<file path="src/rtl/spi_mem_bridge.sv">
// spi_mem_bridge: SPI mode-0 slave that bursts words into or out of banked word memories.
module spi_mem_bridge #(
  parameter int WORD_WIDTH = 36,
  parameter int ADDR_WIDTH = 10,
  parameter int NUM_BANKS = 2,
  parameter int RD_LATENCY = 1,
  localparam int BANK_BITS = NUM_BANKS > 2 ? $clog2(NUM_BANKS) : 1
) (
  input  logic                            clk,
  input  logic                            reset,
  input  logic                            spi_SCLK,
  input  logic                            spi_SSEL,
  input  logic                            spi_MOSI,
  output logic                            spi_MISO,
  output logic [ADDR_WIDTH-1:0]           rd_addr,
  output logic [BANK_BITS-1:0]            rd_bank,
  input  logic [NUM_BANKS*WORD_WIDTH-1:0] rd_data,
  output logic [ADDR_WIDTH-1:0]           wr_addr,
  output logic [WORD_WIDTH-1:0]           wr_data,
  output logic [NUM_BANKS-1:0]            wr_enable,
  output logic                            busy,
  output logic                            bad_bank
);
  localparam int HDR = 1 + BANK_BITS + ADDR_WIDTH;
  localparam int RW = WORD_WIDTH > HDR ? WORD_WIDTH : HDR;
  localparam int CW = $clog2(RW);
  typedef enum logic [2:0] {IDLE, HEADER, WRITE, READ, DRAIN} state_t;
  state_t state, state_n;
  logic [2:0] sclk_q, ssel_q;
  logic [1:0] mosi_q;
  logic [CW-1:0] cnt;
  logic [RW-2:0] rx;
  logic [BANK_BITS-1:0] bank;
  logic [ADDR_WIDTH-1:0] wptr;
  logic [RD_LATENCY:0] pend;
  logic [WORD_WIDTH-1:0] hold, tx;
  logic sclk_rise, sclk_fall, ssel_rise, ssel_fall, mosi, done, hdr_done, wr_go, rd_go, issue, h_bad;
  logic [HDR-1:0] hdr;
  logic [WORD_WIDTH-1:0] word;
  logic [BANK_BITS-1:0] h_bank;
  logic [ADDR_WIDTH-1:0] h_addr;
  // q[1] is the synchronized level, q[2] its previous value for edge detection
  assign sclk_rise = sclk_q[1] & ~sclk_q[2];
  assign sclk_fall = ~sclk_q[1] & sclk_q[2];
  assign ssel_rise = ssel_q[1] & ~ssel_q[2];
  assign ssel_fall = ~ssel_q[1] & ssel_q[2];
  assign mosi = mosi_q[1];
  assign hdr = {rx[HDR-2:0], mosi};
  assign word = {rx[WORD_WIDTH-2:0], mosi};
  assign h_bank = hdr[ADDR_WIDTH +: BANK_BITS];
  assign h_addr = hdr[ADDR_WIDTH-1:0];
  assign h_bad = {1'b0, h_bank} >= (BANK_BITS+1)'(NUM_BANKS);
  assign done = sclk_rise && cnt == CW'(state == HEADER ? HDR - 1 : WORD_WIDTH - 1);
  assign hdr_done = state == HEADER && done;
  assign wr_go = state == WRITE && done;
  assign rd_go = state == READ && done;
  assign issue = (hdr_done && !h_bad && !hdr[HDR-1]) || rd_go;
  assign busy = state != IDLE;
  always_comb begin
    state_n = ssel_rise ? IDLE :
              state == IDLE && ssel_fall ? HEADER :
              hdr_done ? (h_bad ? DRAIN : hdr[HDR-1] ? WRITE : READ) : state;
  end
  always_ff @(posedge clk)
    if (reset) begin
      sclk_q <= '0;
      ssel_q <= '0;
      mosi_q <= '0;
      state <= IDLE;
      cnt <= '0;
      rx <= '0;
      bank <= '0;
      wptr <= '0;
      wr_addr <= '0;
      wr_data <= '0;
      wr_enable <= '0;
      bad_bank <= 1'b0;
      rd_addr <= '0;
      rd_bank <= '0;
      pend <= '0;
      hold <= '0;
      tx <= '0;
      spi_MISO <= 1'b0;
    end else begin
      sclk_q <= {sclk_q[1:0], spi_SCLK};
      ssel_q <= {ssel_q[1:0], spi_SSEL};
      mosi_q <= {mosi_q[0], spi_MOSI};
      state <= state_n;
      cnt <= state == IDLE || done ? '0 : cnt + CW'(sclk_rise);
      if (sclk_rise) rx <= {rx[RW-3:0], mosi};
      wr_enable <= wr_go ? NUM_BANKS'(1) << bank : '0;
      bad_bank <= hdr_done && h_bad;
      if (hdr_done) begin
        bank <= h_bank;
        wptr <= h_addr;
      end
      if (wr_go) begin
        wr_addr <= wptr;
        wr_data <= word;
        wptr <= wptr + ADDR_WIDTH'(1);
      end
      // prefetch one word ahead: the header fetches slot 1's word, each slot boundary the next
      if (issue) begin
        rd_addr <= state == HEADER ? h_addr : rd_addr + ADDR_WIDTH'(1);
        rd_bank <= state == HEADER ? h_bank : rd_bank;
      end
      pend <= {pend[RD_LATENCY-1:0], issue};
      if (pend[RD_LATENCY]) hold <= rd_data[int'(rd_bank) * WORD_WIDTH +: WORD_WIDTH];
      tx <= hdr_done ? '0 : rd_go ? hold : state == READ && sclk_fall ? tx << 1 : tx;
      spi_MISO <= state == READ && (sclk_fall ? tx[WORD_WIDTH-1] : spi_MISO);
    end
endmodule

</file>
<file path="config.mk">
export PLATFORM = sky130hd
export DESIGN_NAME = spi_mem_bridge
export DESIGN_NICKNAME = d
export VERILOG_FILES = /design/src/rtl/spi_mem_bridge.sv
export SDC_FILE = /design/constraint.sdc
export NUM_CORES = 1
export LEC_CHECK = 0
export BUFFER_PORTS_ARGS = -buffer_cell sky130_fd_sc_hd__buf_2
export CORE_ASPECT_RATIO = 0.7
export CORE_MARGIN = 3
export CORE_UTILIZATION = 45
export CTS_BUF_LIST = sky130_fd_sc_hd__clkbuf_16
export DETAILED_ROUTE_END_ITERATION = 7
export PLACE_DENSITY_LB_ADDON = 0.2
export RECOVER_POWER = 100
export SLEW_MARGIN = 40
export SYNTH_ARGS = -nofsm -noshare
export SYNTH_HDL_FRONTEND = slang
export SYNTH_SLANG_ARGS = --single-unit
</file>
<file path="constraint.sdc">
create_clock -name clk -period 1.8 [get_ports clk]
set_input_delay 0 -clock clk [delete_from_list [all_inputs] [get_ports clk]]
set_output_delay 0 -clock clk [all_outputs]
set_load 0.02 [all_outputs]
</file>
==> out/summary.txt, run 1 <==
Seq/Total Area, Yosys: 0.501
Critical path launch point type: register
Clk buf depth: 2
EDFF count, synth: 0
Ys Warns: 0
Count leader, synth: nand2_1
Post-synthesis register bit count: 196
Clk_lat worst skew: 0.43 ns
Clock skew: 0.0121 ns
Clk root buf: clkbuf_16
Min-delay src: reset
First-pass GRT wire length: 34.0 mm
Final WS setup: 0.0122 ns
I/O Pins: 139
N_diodes: 0
Footprint of the multi-input gates: 3600 um^2
Max transition margin: 0.565
Worst vdd rail ir drop: 560 uV
Via count: 7,304
HP Class: in -> reg
H-tree levels: 4
Row cnt: 39
Period utilization: 0.993
Port Buffers: 137
Post-synth ARST share: 0
Synth area leaders: dfxtp_1 (50%), nand2_1 (11%), a21oi_1 (8.5%)
Tightest Pin Transition: 0.653 ns
Syn Inst Count: 919
Pre-antenna DRT Iters: 4
TritonCTS Buffers: 17
Status: completed
Leakage: 3.52 nW
FF-to-FF Start: state[1]
Synthesized area: 7830 um^2
Crit end category: register
Post-synth cell types: 56
Average cell area after synthesis: 8.52 um^2
Finished Core Util: 0.622
Final setup viols: 0
Core area: 16,700 um^2
Synth cell count leaders: nand2_1 (221), dfxtp_1 (196), a21oi_1 (133)
Sequential Area: 3930 um^2
Area of the die: 19,000 um^2
Vias/cell: 5.30
Unrepaired setup endpoints after global routing: yes
Pre-CTS setup slack: -0.0356 ns
Leading area contributor after synthesis: dfxtp_1
Area growth, synth to finish: 32.5%
Final Hold Viols: 0
CP Data Required Time: 2.15 ns
Initial antenna violation count: 0
Final #Nets: 1,222
1st-iter DRT viols: 610
FILL cells: 1,494
WS Path Type: reg -> reg
Largest net degree at the start of global routing: 104
DR DRC count: 0
Share of layout cells above drive strength 1: 0.163
Peak Freq: 559 MHz
Starting Density: 0.469
Slew Limit Fails: 0
Total global routing overflow: 0
PnR Total Power: 8.30 mW
Pwr dens: 800 nW/um^2
Wire per inst: 15.1 um
Max Cap Viol: 0
Crit path DAT: 2.14 ns
Die H: 116 um
GRT Resource Usage Total: 0.220
Total wire length: 20.9 mm
CTS tree: built
Final ANT Viol Nets: 0
Die X: 164 um
GP Congestion: 0.895
Top cell type's share of synthesized area: 0.501
Hold WS: 0.0499 ns
Syn Nets: 1,000
Setup crit start: state[1]
Vias in the first global route: 6,831
Reg clk slew, reported paths: 0.08 ns
Crit Path Max Fanout: 10
DP Area: 9060 um^2
Post-detail-place hpwl: 13.1 mm
Final Cell Area: 10,400 um^2
Primary FF master, synth: dfxtp_1
Fin crit period: 1.79 ns
Clock Sinks: 196
cell type report:
cell class                      instances  share of cell area
Clock inverter                         15              0.0117
Tap cell                              225              0.0271
Timing Repair Buffer                  274               0.190
Clock buffer                           17              0.0410
Sequential cell                       196               0.379
Inverter                               14             0.00519
Multi-Input combinational cell        638               0.347
flip-flops by register name, summed over array words and instances, names as in the netlist:
signal and cells:
tx 36, wptr 10, wr_enable 2, ssel_q 3, pend 2, rd_bank 1, rd_addr 10, hold 36
bank 1, spi_MISO 1, cnt 6, wr_data 36, sclk_q 3, mosi_q 2, wr_addr 10, state 2
rx 35
final timing paths:
path	end	slack, ns	cells past startpoint
max	rd_addr[1]	0.01	5
min	hold[22]	0.05	3
max reg2reg	rd_addr[1]	0.01	5
min reg2reg	mosi_q[1]	0.44	1
logic make-up (layout without fill, tap and decap cells):
group,count (synthesis),count (layout),synth area share
compound gates,259,259,0.211
buf+inv,85,320,0.0444
other cells,1,1,0.000479
fa+ha+maj,4,4,0.00639
simple gates,331,331,0.182
mux,39,39,0.0498
xor+xnor,4,4,0.00447
flops,196,196,0.501
critical path: stages, from the launching register on:
cell and delay, ns:
dfxtp_1 0.31, or4b_4 0.57, a2111oi_4 0.35, buf_6 0.19, nor2_1 0.06, a311oi_2 0.23
layer usage:
layer / share of wire / vias up / track usage
met3: 0.049 / 18 / 0.0503
met5: 0 / - / 0
li1: - / 3652 / -
met2: 0.43 / 171 / 0.326
met1: 0.51 / 3463 / 0.325
met4: 0.010 / 0 / 0.0524
power by group:
part	leakage (nW)	internal, mW	total (mW)	switching, mW
Clock	0.267	1.81	3.57	1.76
Sequential	1.58	4.34	4.35	0.00785
Combinational	1.67	0.212	0.388	0.176
through the flow:
| step | TNS (ns) | instances |
|---|---|---|
| 3_5_place_dp | -0.0733 | 1264 |
| 4_1_cts | 0 | 1374 |
| 2_1_floorplan | 0 | 919 |
| 3_3_place_gp | -0.0482 | 1264 |
| 6_report | 0 | 1379 |
| 5_1_grt | -0.385 | 1379 |
cell usage in the layout (no fill, tap or decap), types with 18 or more instances in the layout:
| master | n |
|---|---|
| a211oi_1 | 39 |
| a21oi_1 | 132 |
| a22oi_1 | 37 |
| buf_2 | 78 |
| buf_4 | 45 |
| clkbuf_1 | 61 |
| clkbuf_16 | 18 |
| dfxtp_1 | 192 |
| dlygate4sd3_1 | 75 |
| mux2i_1 | 39 |
| nand2_1 | 221 |
| nor2_1 | 51 |
timing repair:
| item | 4_1_cts | 5_1_grt |
|---|---|---|
| hold buffers | 75 | 0 |
| endpoints found under the hold margin | 39 | 0 |
| setup buffers | 3 | 4 |
| resized for setup | 2 | 11 |
| setup endpoints to repair | 9 | 15 |
| pin swaps | 1 | 6 |
| cloned | 0 | 1 |
Note: power is estimated with default switching activity, not from simulation.
==> inputs of run 2 (changes only) <==
--- a/config.mk
+++ b/config.mk
@@ -6,9 +6,9 @@
 export NUM_CORES = 1
 export LEC_CHECK = 0
 export BUFFER_PORTS_ARGS = -buffer_cell sky130_fd_sc_hd__buf_2
-export CORE_ASPECT_RATIO = 0.7
+export CORE_ASPECT_RATIO = 1.1
 export CORE_MARGIN = 3
-export CORE_UTILIZATION = 45
+export CORE_UTILIZATION = 50
 export CTS_BUF_LIST = sky130_fd_sc_hd__clkbuf_16
 export DETAILED_ROUTE_END_ITERATION = 7
 export PLACE_DENSITY_LB_ADDON = 0.2
==> out/summary.txt, run 2 (synthesis gave the netlist of run 1 again) <==
N_diodes: 0
Pwr dens: 806 nW/um^2
Hold Path Stages: 3
H-tree levels: 4
Clk_lat worst skew: 0.43 ns
Crit end category: register
GRT Resource Usage Total: 0.241
DP Area: 9000 um^2
Clk root buf: clkbuf_16
Initial antenna violation count: 0
Worst vdd rail ir drop: 685 uV
Clock Power Share: 0.436
Wire per inst: 15.7 um
Footprint of the multi-input gates: 3650 um^2
Top flop regs: hold x36, tx x36, wr_data x36
Area growth, synth to finish: 33.4%
GP Congestion: 0.866
Most frequent cells in the layout: nand2_1 (221), dfxtp_1 (190), a21oi_1 (127), buf_2 (83), dlygate4sd3_1 (79)
FILL cells: 1,244
Total global routing overflow: 0
Clock Sinks: 196
CP Depth: 4
Critical path launch point type: register
Failing checks: setup timing
Fin crit period: 1.85 ns
Area of the die: 17,200 um^2
Worst path bufs/invs: 0
Reg clk slew, reported paths: 0.07 ns
Max Cap Viol: 0
Vias/cell: 5.46
Core area: 15,200 um^2
Final WS setup: -0.0451 ns
WS Path Type: reg -> reg
Peak Freq: 542 MHz
Commonest non-fill, non-tap cell in the layout: nand2_1
Sw power: 1.92 mW
Final Hold Viols: 0
Starting Density: 0.516
Post-detail-place hpwl: 12.6 mm
I/O Pins: 139
Die H: 137 um
CTS tree: built
DR DRC count: 0
Status: complete, but fails checks
P_int: 6.50 mW
CP Data Required Time: 2.12 ns
Unrepaired setup endpoints after global routing: yes
CP top delay family: compound AO/OA/AOI/OAI gates
Final ANT Viol Nets: 0
Pre-antenna DRT Iters: 5
Reg power frac: 0.516
Hold WS: 0.447 ns
Leakage: 3.59 nW
Slowest CP cell: or4b_4
Via count: 7,378
Final #Nets: 1,223
CP max stage delay: 0.56 ns
Worst R2R Path Depth: 4
TritonCTS Buffers: 17
Crit Path Max Fanout: 3
Period utilization: 1.03
1st-iter DRT viols: 474
Clk buf depth: 2
Clock skew: 0.00877 ns
Slew Limit Fails: 0
Final setup viols: 8
Crit path DAT: 2.17 ns
First-pass GRT wire length: 34.3 mm
Vias in the first global route: 7,023
Die X: 125 um
Sw frac: 0.228
Share of layout cells above drive strength 1: 0.177
Final Cell Area: 10,400 um^2
Crit-path cells: or4b_4 > a2111oi_4 > o21ai_0 > a32o_1
Port Buffers: 137
Part of the power in combinational logic: 0.048
HP Class: in -> reg
Largest net degree at the start of global routing: 98
Total wire length: 21.2 mm
Sequential Area: 3940 um^2
Row cnt: 47
-- run 2: cell count changes in the layout (fill, tap and decap cells not counted), moves of 3 or more --
cell	delta
a21oi_1	-5
a21oi_2	+5
buf_2	+5
buf_4	+3
clkbuf_1	-8
dlygate4sd3_1	+4
-- run 2: path summary, 6_finish.rpt --
path,from,endpoint,slack (ns)
worst max register to register,rx[10],rd_addr[2],-0.05
worst max-delay path,rx[10],rd_addr[2],-0.05
worst min-delay path,reset,hold[7],0.45
worst min register to register,ssel_q[0],ssel_q[1],0.45
-- run 2: worst register-to-register path, stage by stage (launching register included) --
cell and delay [ns]:
dfxtp_2 0.32, or4b_4 0.56, a2111oi_4 0.43, o21ai_0 0.15, a32o_1 0.27
-- run 2: routing by layer --
metal / GRT usage / up-vias / wire length, um
met1: 0.306 / 3477 / 9180
met4: 0.0801 / 0 / 439
met3: 0.0489 / 40 / 964
li1: - / 3661 / -
met2: 0.414 / 200 / 10700
met5: 0 / - / 0
-- run 2: final cells by class --
cell class / instances / share of cell area
Tap cell: 196 / 0.0235
Clock inverter: 15 / 0.0139
Inverter: 14 / 0.00515
Timing Repair Buffer: 275 / 0.190
Clock buffer: 17 / 0.0407
Multi-Input combinational cell: 638 / 0.350
Sequential cell: 196 / 0.377
-- run 2: power by group through the flow --
stage          registers [mW]  clock network, mW  logic (mW)
3_3_place_gp             4.45                  0       0.255
2_1_floorplan            4.45                  0       0.128
4_1_cts                  4.35               3.75       0.384
6_report                 4.35               3.68       0.402
5_1_grt                  4.34               3.91       0.432
3_5_place_dp             4.45                  0       0.258
-- run 2: timing repair --
item	in CTS	in global routing
endpoints found under the setup margin	6	95
hold buffers	79	0
pin swaps	1	7
buffers inserted	2	2
gates cloned	0	1
gates resized for setup	1	24
hold endpoints to repair	41	0
-- run 2: per-stage QoR --
stage               cells   util  setup slack [ns]  total power [mW]  setup TNS [ns]
finish               1351  0.689           -0.0451              8.42          -0.157
global route         1351  0.689            -0.112              8.69          -0.701
CTS                  1348  0.684          -0.00669              8.48        -0.00669
detailed placement   1235  0.593           -0.0149              4.71         -0.0265
global placement     1235  0.593            0.0152              4.70               0
floorplan             919      -            0.0124              4.57               0
